$ cat src/rtl/cla_limb_sequencer_pkg.sv
// Shared definitions for the wide-integer limb sequencer: limb width and
// controller state encoding.
package cla_limb_sequencer_pkg;

  localparam int LIMB_W = 64;

  typedef enum logic [1:0] {
    IDLE = 2'd0,
    RUN  = 2'd1,
    DONE = 2'd2
  } state_t;

endpackage : cla_limb_sequencer_pkg

$ cat src/rtl/CLA_64bit.sv
// 64-bit carry-lookahead adder. Bits are grouped by four; each group forms
// its own generate/propagate so the carry between groups skips four bit
// positions at a time. Purely combinational.
module CLA_64bit (
  input  logic [63:0] a,
  input  logic [63:0] b,
  input  logic        cin,
  output logic [63:0] sum,
  output logic        cout
);

  logic [63:0] g;
  logic [63:0] p;
  logic [15:0] gg;
  logic [15:0] gp;
  logic [64:0] c;

  // Bit and group generate/propagate, then group carries and in-group carries.
  always_comb begin
    // NOTE: every variable gets a value before any branch or loop, so no latch can be inferred.
    g  = a & b;
    p  = a ^ b;
    gg = '0;
    gp = '0;
    c  = '0;
    c[0] = cin;
    for (int j = 0; j < 16; j++) begin
      gg[j] = g[4*j+3]
            | (p[4*j+3] & g[4*j+2])
            | (p[4*j+3] & p[4*j+2] & g[4*j+1])
            | (p[4*j+3] & p[4*j+2] & p[4*j+1] & g[4*j]);
      gp[j] = &p[4*j +: 4];
    end
    for (int j = 0; j < 16; j++) begin
      c[4*j+1] = g[4*j] | (p[4*j] & c[4*j]);
      c[4*j+2] = g[4*j+1] | (p[4*j+1] & g[4*j])
               | (p[4*j+1] & p[4*j] & c[4*j]);
      c[4*j+3] = g[4*j+2] | (p[4*j+2] & g[4*j+1])
               | (p[4*j+2] & p[4*j+1] & g[4*j])
               | (p[4*j+2] & p[4*j+1] & p[4*j] & c[4*j]);
      c[4*j+4] = gg[j] | (gp[j] & c[4*j]);
    end
    sum  = p ^ c[63:0];
    cout = c[64];
  end

endmodule : CLA_64bit

$ cat src/rtl/cla_limb_sequencer.sv
// Wide add/subtract controller: streams one 64-bit limb per cycle through a
// single CLA_64bit, chaining a registered carry from limb to limb.
// Subtraction is a + ~b + 1 (operand B inverted at capture, carry seeded to 1).
module cla_limb_sequencer
  import cla_limb_sequencer_pkg::*;
#(
  parameter int LIMBS = 4
) (
  input  logic                    clk,
  input  logic                    rst_n,
  input  logic                    start,
  input  logic                    op_sub,
  input  logic [LIMB_W*LIMBS-1:0] a,
  input  logic [LIMB_W*LIMBS-1:0] b,
  output logic                    busy,
  output logic                    done,
  output logic [LIMB_W*LIMBS-1:0] sum,
  output logic                    cout,
  output logic                    ovf
);

  localparam int CNT_W = $clog2(LIMBS);
  localparam int W     = LIMB_W * LIMBS;
  localparam logic [CNT_W-1:0] LAST = CNT_W'(LIMBS - 1);

  state_t             state;
  logic [W-1:0]       op_a;
  logic [W-1:0]       op_b;
  logic               carry;
  logic [CNT_W-1:0]   cnt;

  logic [LIMB_W-1:0]  limb_a;
  logic [LIMB_W-1:0]  limb_b;
  logic [LIMB_W-1:0]  add_sum;
  logic               add_cout;

  assign limb_a = op_a[cnt*LIMB_W +: LIMB_W];
  assign limb_b = op_b[cnt*LIMB_W +: LIMB_W];

  CLA_64bit u_cla (
    .a    (limb_a),
    .b    (limb_b),
    .cin  (carry),
    .sum  (add_sum),
    .cout (add_cout)
  );

  // Controller: command capture, per-limb writeback and carry chaining.
  always_ff @(posedge clk or negedge rst_n) begin
    if (!rst_n) begin
      // NOTE: the operand registers are flops, not a memory, so resetting them is cheap and keeps a mid-operation abort fully deterministic.
      state <= IDLE;
      busy  <= 1'b0;
      done  <= 1'b0;
      sum   <= '0;
      cout  <= 1'b0;
      ovf   <= 1'b0;
      cnt   <= '0;
      carry <= 1'b0;
      op_a  <= '0;
      op_b  <= '0;
    end else begin
      // NOTE: non-blocking assignments make every register update from pre-edge values regardless of statement order.
      done <= 1'b0;
      case (state)
        IDLE, DONE: begin
          if (start) begin
            op_a  <= a;
            op_b  <= b ^ {W{op_sub}};
            carry <= op_sub;
            cnt   <= '0;
            busy  <= 1'b1;
            state <= RUN;
          end else begin
            busy  <= 1'b0;
            state <= IDLE;
          end
        end
        RUN: begin
          sum[cnt*LIMB_W +: LIMB_W] <= add_sum;
          carry <= add_cout;
          cnt   <= cnt + 1'b1;
          if (cnt == LAST) begin
            cout  <= add_cout;
            ovf   <= (limb_a[LIMB_W-1] == limb_b[LIMB_W-1]) &&
                     (add_sum[LIMB_W-1] != limb_a[LIMB_W-1]);
            busy  <= 1'b0;
            done  <= 1'b1;
            state <= DONE;
          end
        end
        default: begin
          busy  <= 1'b0;
          state <= IDLE;
        end
      endcase
    end
  end

endmodule : cla_limb_sequencer

$ cat config.mk
export PLATFORM = sky130hd
export DESIGN_NAME = cla_limb_sequencer
export DESIGN_NICKNAME = d
export VERILOG_FILES = /design/src/rtl/cla_limb_sequencer_pkg.sv /design/src/rtl/CLA_64bit.sv /design/src/rtl/cla_limb_sequencer.sv
export SDC_FILE = /design/constraint.sdc
export NUM_CORES = 2
export LEC_CHECK = 0
export BUFFER_PORTS_ARGS = -buffer_cell sky130_fd_sc_hd__buf_2
export CORE_AREA = 3 3 302 304
export DETAILED_ROUTE_END_ITERATION = 12
export DIE_AREA = 0 0 305 307
export HOLD_SLACK_MARGIN = 0.05
export SYNTH_ARGS = -nofsm -noshare
export SYNTH_HDL_FRONTEND = slang
export SYNTH_SLANG_ARGS = --single-unit
$ cat constraint.sdc
create_clock -name clk -period 5.77 [get_ports clk]
set_clock_uncertainty 0.05 [all_clocks]
set_input_delay 1.154 -clock clk [delete_from_list [all_inputs] [get_ports clk]]
set_output_delay 1.154 -clock clk [all_outputs]
set_load 0.05 [all_outputs]
=== Word-level counts from Yosys, hierarchy flattened ===
Index checks and enable logic that the tools add are counted.

* Register bits after elaboration: 777
* Word-level logic and storage cells: 463

* Add/subtract/negate cells: 2
* Equal/unequal tests: 7
* Shift operators: 4
* Mux-type cells: 13
* Bitwise operators: 404
* Reduce and logical (&&, ||, !) cells: 23

{| class="wikitable"
|+ Operator list
! operator !! number
|-
| 256-bit by 9-bit variable part select with 64-bit output || 2
|-
| 256-bit bitwise mux || 1
|-
| 64-bit by 34-bit variable shift with 256-bit output (first input constant) || 1
|-
| 64-bit by 34-bit variable part select with 256-bit output || 1
|-
| 256-bit bitwise XOR || 1
|-
| 1-bit bitwise AND || 240
|-
| 1-bit bitwise OR || 160
|-
| 64-bit bitwise XOR || 2
|-
| 64-bit bitwise AND || 1
|-
| 4-bit AND reduction || 16
|-
| 8-bit negation with 34-bit output || 1
|-
| 2-bit one-hot mux with 2 select lines || 2
|-
| 1-bit two-way mux || 6
|-
| 2-bit AND reduction || 3
|-
| 2-bit == test (second input constant) || 2
|-
| 2-bit two-way mux || 2
|-
| 2-bit inequality test (second input constant) || 2
|-
| 1-bit one-hot mux with 2 select lines || 2
|-
| 2-bit by 1-bit adder with 2-bit output (second input constant) || 1
|-
| 2-bit by 1-bit == test with 1-bit output (second input constant) || 1
|-
| 2-bit zero test || 1
|-
| 2-bit nonzero test || 1
|-
| 2-bit OR reduction || 1
|-
| 1-bit == test || 1
|-
| other kinds (2) || 2
|}

=== Longest topological paths before layout ===
* Depth after elaboration: 40
* Mapped depth: 18
* Depth with buffers taken out: 14

=== Modules after synthesis ===
From an unflattened synthesis, not the netlist that was laid out.

* Cells, all modules: 2748
* Area total of the unflattened synthesis: 35859.4 um2

{| class="wikitable"
|+ By module, submodules not included
! module !! instances !! cells each !! area an instance (um2)
|-
| cla_limb_sequencer || 1 || 2421 || 33169.3
|-
| CLA_64bit || 1 || 327 || 2690.1
|}

=== Least setup slack after synthesis ===
OpenSTA, ideal clock, no wires.

* Path kind: flip-flop to flip-flop
* Start point: reg cnt[0]
* End point: reg sum[117]
* Library setup time: 132 ps
* Arrival time: 4924 ps
* Path slack: 663 ps
* Cell stages (with the launch flop): 19
* Buffers on the path: 4
* Period minus slack after synthesis: 5107 ps
* Cell sequence: dfrtp_1 > clkbuf_1 > buf_1 > buf_1 > mux4_2 > ha_1 > buf_6 > a21oi_2 > nand2_1 > o31ai_1 > and4b_4 > inv_4 > a22oi_4 > nand3_1 > a21o_1 > a21o_1 > fa_1 > xnor2_1 > o21ai_0

* Cells in the longest elaborated chain, start to end: 40
* Elaborated cells between the ends (all ways): 414
* Classes of those cells: 1 x add/sub; 4 x shift; 1 x mux; 393 x bitwise; 15 x reduce/logical

{| class="wikitable"
|+ Ends and longest elaborated chain
! item !! line !! text
|-
| from (decl) || cla_limb_sequencer.sv:30 || <nowiki>logic [CNT_W-1:0] cnt;</nowiki>
|-
| from (signal assigned) || cla_limb_sequencer.sv:82 || <nowiki>cnt <= cnt + 1'b1;</nowiki>
|-
| 256-bit by 9-bit variable part select with 64-bit output (on tied branches) || cla_limb_sequencer.sv:37, cla_limb_sequencer.sv:38 ||
|-
| 64-bit bitwise XOR / 64-bit bitwise AND (equally long branches) || CLA_64bit.sv:22, CLA_64bit.sv:21 ||
|-
| 1-bit bitwise AND (on tied branches) || CLA_64bit.sv:29, CLA_64bit.sv:30, CLA_64bit.sv:31 ||
|-
| 1-bit bitwise OR (tied with other cells) || CLA_64bit.sv:29 || <nowiki>| (p[4*j+3] & g[4*j+2])</nowiki>
|-
| 1-bit bitwise OR / 1-bit bitwise AND (equally long branches) || CLA_64bit.sv:30, CLA_64bit.sv:31 ||
|-
| 1-bit bitwise OR || CLA_64bit.sv:31 || <nowiki>| (p[4*j+3] & p[4*j+2] & p[4*j+1] & g[4*j]);</nowiki>
|-
| 1-bit bitwise OR || CLA_64bit.sv:41 || <nowiki>c[4*j+4] = gg[j] | (gp[j] & c[4*j]);</nowiki>
|-
| 1-bit bitwise AND || CLA_64bit.sv:41 ||
|-
| [... 24 more ...] || -- ||
|-
| 1-bit bitwise OR || CLA_64bit.sv:41 ||
|-
| 1-bit bitwise AND || CLA_64bit.sv:41 ||
|-
| 1-bit bitwise OR || CLA_64bit.sv:41 ||
|-
| 1-bit bitwise AND (on tied branches) || CLA_64bit.sv:35, CLA_64bit.sv:37, CLA_64bit.sv:40 ||
|-
| 1-bit bitwise OR (on tied branches) || CLA_64bit.sv:35, CLA_64bit.sv:37, CLA_64bit.sv:40 ||
|-
| 64-bit bitwise XOR || CLA_64bit.sv:43 || <nowiki>sum = p ^ c[63:0];</nowiki>
|-
| 64-bit by 34-bit variable part select with 256-bit output || cla_limb_sequencer.sv:80 || <nowiki>sum[cnt*LIMB_W +: LIMB_W] <= add_sum;</nowiki>
|-
| 256-bit bitwise mux (*) || cla_limb_sequencer.sv:80 ||
|-
| to (signal, indexed assignment) || cla_limb_sequencer.sv:80 ||
|-
| to (decl) || cla_limb_sequencer.sv:17 || <nowiki>output logic [LIMB_W*LIMBS-1:0] sum,</nowiki>
|}

Every way passes the cells marked *; elsewhere a longest branch is shown, timed or not.
A chain may end at the register's enable or synchronous reset.

=== Final worst setup path ===
* Start point: reg cnt[0]
* End point: reg sum[232]

The elaborated chain is that of the path after synthesis.

==> key figures <==
Layout
  – Fillers: 8,187
  – Final Cell Area: 0.0445 mm2
  – Most common library cell in the layout ignoring fill and taps: nand2_1
  – Area delta synth->final: 23.0%
  – Area of the multi-input gates: 0.0158 mm2
  – Nets: 4,764
  – Share of layout cells above drive strength 1: 26.7%
  – Register area: 0.0195 mm2
  – Most frequent cells in the layout: 1,164 x nand2_1, 775 x dfrtp_1, 773 x buf_2, 376 x o21ai_0, 278 x xnor2_1

Yosys
  – Synth Flop Type: dfrtp_1
  – Area share of the largest cell type after synthesis: 53.7%
  – Top cells by area, synth: dfrtp_1 54%, nand2_1 12%, mux4_2 8.0%, xnor2_1 6.7%, o21ai_0 5.2%
  – Netlist Area Pre-Place: 0.0362 mm2
  – Asr flop ratio synth: 100%
  – EDFF count, synth: 0
  – Largest area contributor in the netlist: dfrtp_1
  – Synthesized area per cell: 10.4 um2
  – Flops & latches, synth: 777
  – Yosys warning total: 0
  – Seq/Total Area, Yosys: 53.7%
  – Syn Inst Count: 3,472
  – Synth Net Count: 4,074
  – Synth unique cells: 64

Global routing
  – First-pass GRT wire length: 189,000 um
  – Overflow left after global routing: 0
  – Antenna violations before repair: 26
  – Number of global-route vias before repair: 29,200
  – GRT Resource Usage Total: 26.9%
  – Largest net degree at the start of global routing: 175

Detailed routing
  – DR vias/cell: 5.34
  – Detail Route Antenna Nets: 0
  – DR iter-0 viols: 2,370
  – 1st-pass router iterations: 6
  – DR DRC count: 0
  – Via count: 28,900
  – DR WL/cell: 23.7 um
  – Final WL: 128,000 um

Critical path
  – Startpoint type of the worst setup path: register
  – R2R Path End: sum[232]
  – Reg-to-reg slack, setup: 530 ps
  – Critical path type: reg2reg
  – Crit Path Max Fanout: 30
  – R2r startpoint: cnt[0]
  – CP arrival: 5710 ps
  – CP Capture Type: register
  – Critical Path RT: 6240 ps
  – Reg2Reg Depth: 12
  – Worst setup path startpoint: cnt[0]

Clock network
  – Clock Path Buffers: 3
  – Number of gates resized after cts: 0
  – Root buf cell: clkbuf_16
  – Clk_lat worst skew: 640 ps
  – Clk slew on worst S/H paths: 60 ps
  – Sinks on Clock Net: 777
  – CTS tree: done
  – Hold_buf cts: 0
  – Post-CTS setup repair buffer count: 0
  – # H-tree levels: 3
  – CTS Buf Count: 85

STA
  – Maximum clock frequency: 0.191 GHz
  – Final period util: 90.8%
  – RSZ-0062 raised after global routing: no
  – Final hold violations: 0
  – Final setup fails: 0
  – Slew Limit Fails: 0
  – Max-slew headroom: 21.9%
  – Min Clock Period, post-route: 5240 ps
  – Worst Tran Pin Value: 1160 ps
  – Setup_tns: 0 ps

Min path
  – WHS Endpoint: op_a[177]
  – Hold path depth: 2
  – Source of the worst hold timing path: op_a[177]
  – Hold Path Class: reg2reg

Floorplan
  – Die width: 305 um
  – Ports: 776
  – Core Rows: 109
  – Core area: 0.0885 mm2
  – Die area: 0.0936 mm2
  – Die Y: 307 um
  – Starting Density: 40.9%

Power
  – Max IR drop VDD: 0.438 mV
  – Pwr dens: 751 mW/mm2
  – LEAKAGE: 22.2 nW

Run status
  – Status: complete, no violations

Placement
  – Post-DP HPWL: 93,300 um
  – Dpl cell area: 0.0414 mm2
  – Placer Congestion: 0.877
  – Port Buf Inserts: 775

Flow run
  – Max cap viols: 0
## per-layer routing
layer,up-vias,wire (um),GRT usage [%]
met3,234,8880,5.04
met4,10,5510,11.9
met1,14400,52700,35.1
met5,-,69,0
li1,13100,-,-
met2,1080,61100,43.8
## state kept, by name, indices dropped and copies added, names as in the netlist
register / flops
op_a: 256
sum: 256
carry: 1
done: 1
op_b: 256
cout: 1
busy: 1
state: 2
ovf: 1
cnt: 2
## cell usage after synthesis (4+ instances only)
library cell	count
xnor2_1	278
o21bai_1	4
a22o_1	131
clkbuf_1	198
a32o_1	11
fa_1	16
nand3_1	15
nand2_1	1168
dfrtp_1	777
or4_1	5
xor2_1	12
or3_1	5
o21ai_0	376
o31ai_1	6
mux4_2	128
nor2b_1	5
nor3_1	11
nor4_1	5
buf_1	32
ha_1	70
o21a_1	4
and3_1	4
o211ai_1	4
inv_1	27
nand4_1	7
and2_1	4
nand2b_1	6
a21oi_1	40
a22oi_1	10
a21o_1	20
o21ai_1	18
nor2_1	26
## stage by stage
step | hold slack [ps] | cells | util [%] | total power [W] | setup WS, ps
after detailed placement | 407 | 5240 | 46.8 | 0.0275 | 541
after CTS | 422 | 5395 | 50.2 | 0.0335 | 499
after global placement | 403 | 5240 | 46.8 | 0.0272 | 597
after floorplan | 390 | 3472 | - | 0.0208 | 663
after global routing | 439 | 5405 | 50.3 | 0.0355 | 175
final | 422 | 5408 | 50.3 | 0.0334 | 528
## critical path, stage by stage (launching register included)
cell and delay, ps:
dfrtp_4 700, buf_12 320, mux4_2 550, ha_1 460, nand3_2 180, nor4_1 410, nand3_1 140, and4b_4 300
nor4_2 580, o2111ai_1 360, nand2_1 180, fa_1 570, a22o_1 270
## kinds of logic (layout without fill, tap and decap cells)
group / Yosys count / count (layout) / share of synthesized area (%)
and+or+nand+nor: 1276 / 1276 / 13.8
DFF: 777 / 777 / 53.7
AOI/OAI and AO/OA: 652 / 652 / 11.3
xor gates and xnor gates: 290 / 290 / 7.02
buffers and inverters: 260 / 1018 / 2.75
muxes: 131 / 131 / 8.05
adders and majority gates: 86 / 86 / 3.31
other: 0 / 13 / 0
## power by group
part	switching (W)	internal (W)
Sequential	0.00155	0.00783
Combinational	0.0122	0.00588
Clock	0.00236	0.00357
Total	0.0161	0.0173
## cell type report
cell class              count  share of cell area, %
clock buffers             113                   5.38
multi-input cells        2435                   35.6
inverters                  28                  0.242
clock inverters            42                   1.46
repair buffers            835                   10.3
diodes                     13                 0.0731
flip-flops and latches    777                   43.7
well taps                1165                   3.28
## worst max-delay path by stage
stage,end,slack [ps]
after floorplan,sum[117],660
after global placement,sum[36],600
after detailed placement,sum[164],540
after CTS,sum[100],500
final,sum[232],530
after global routing,sum[36],180
No activity file was read; power rests on OpenSTA's default activity.
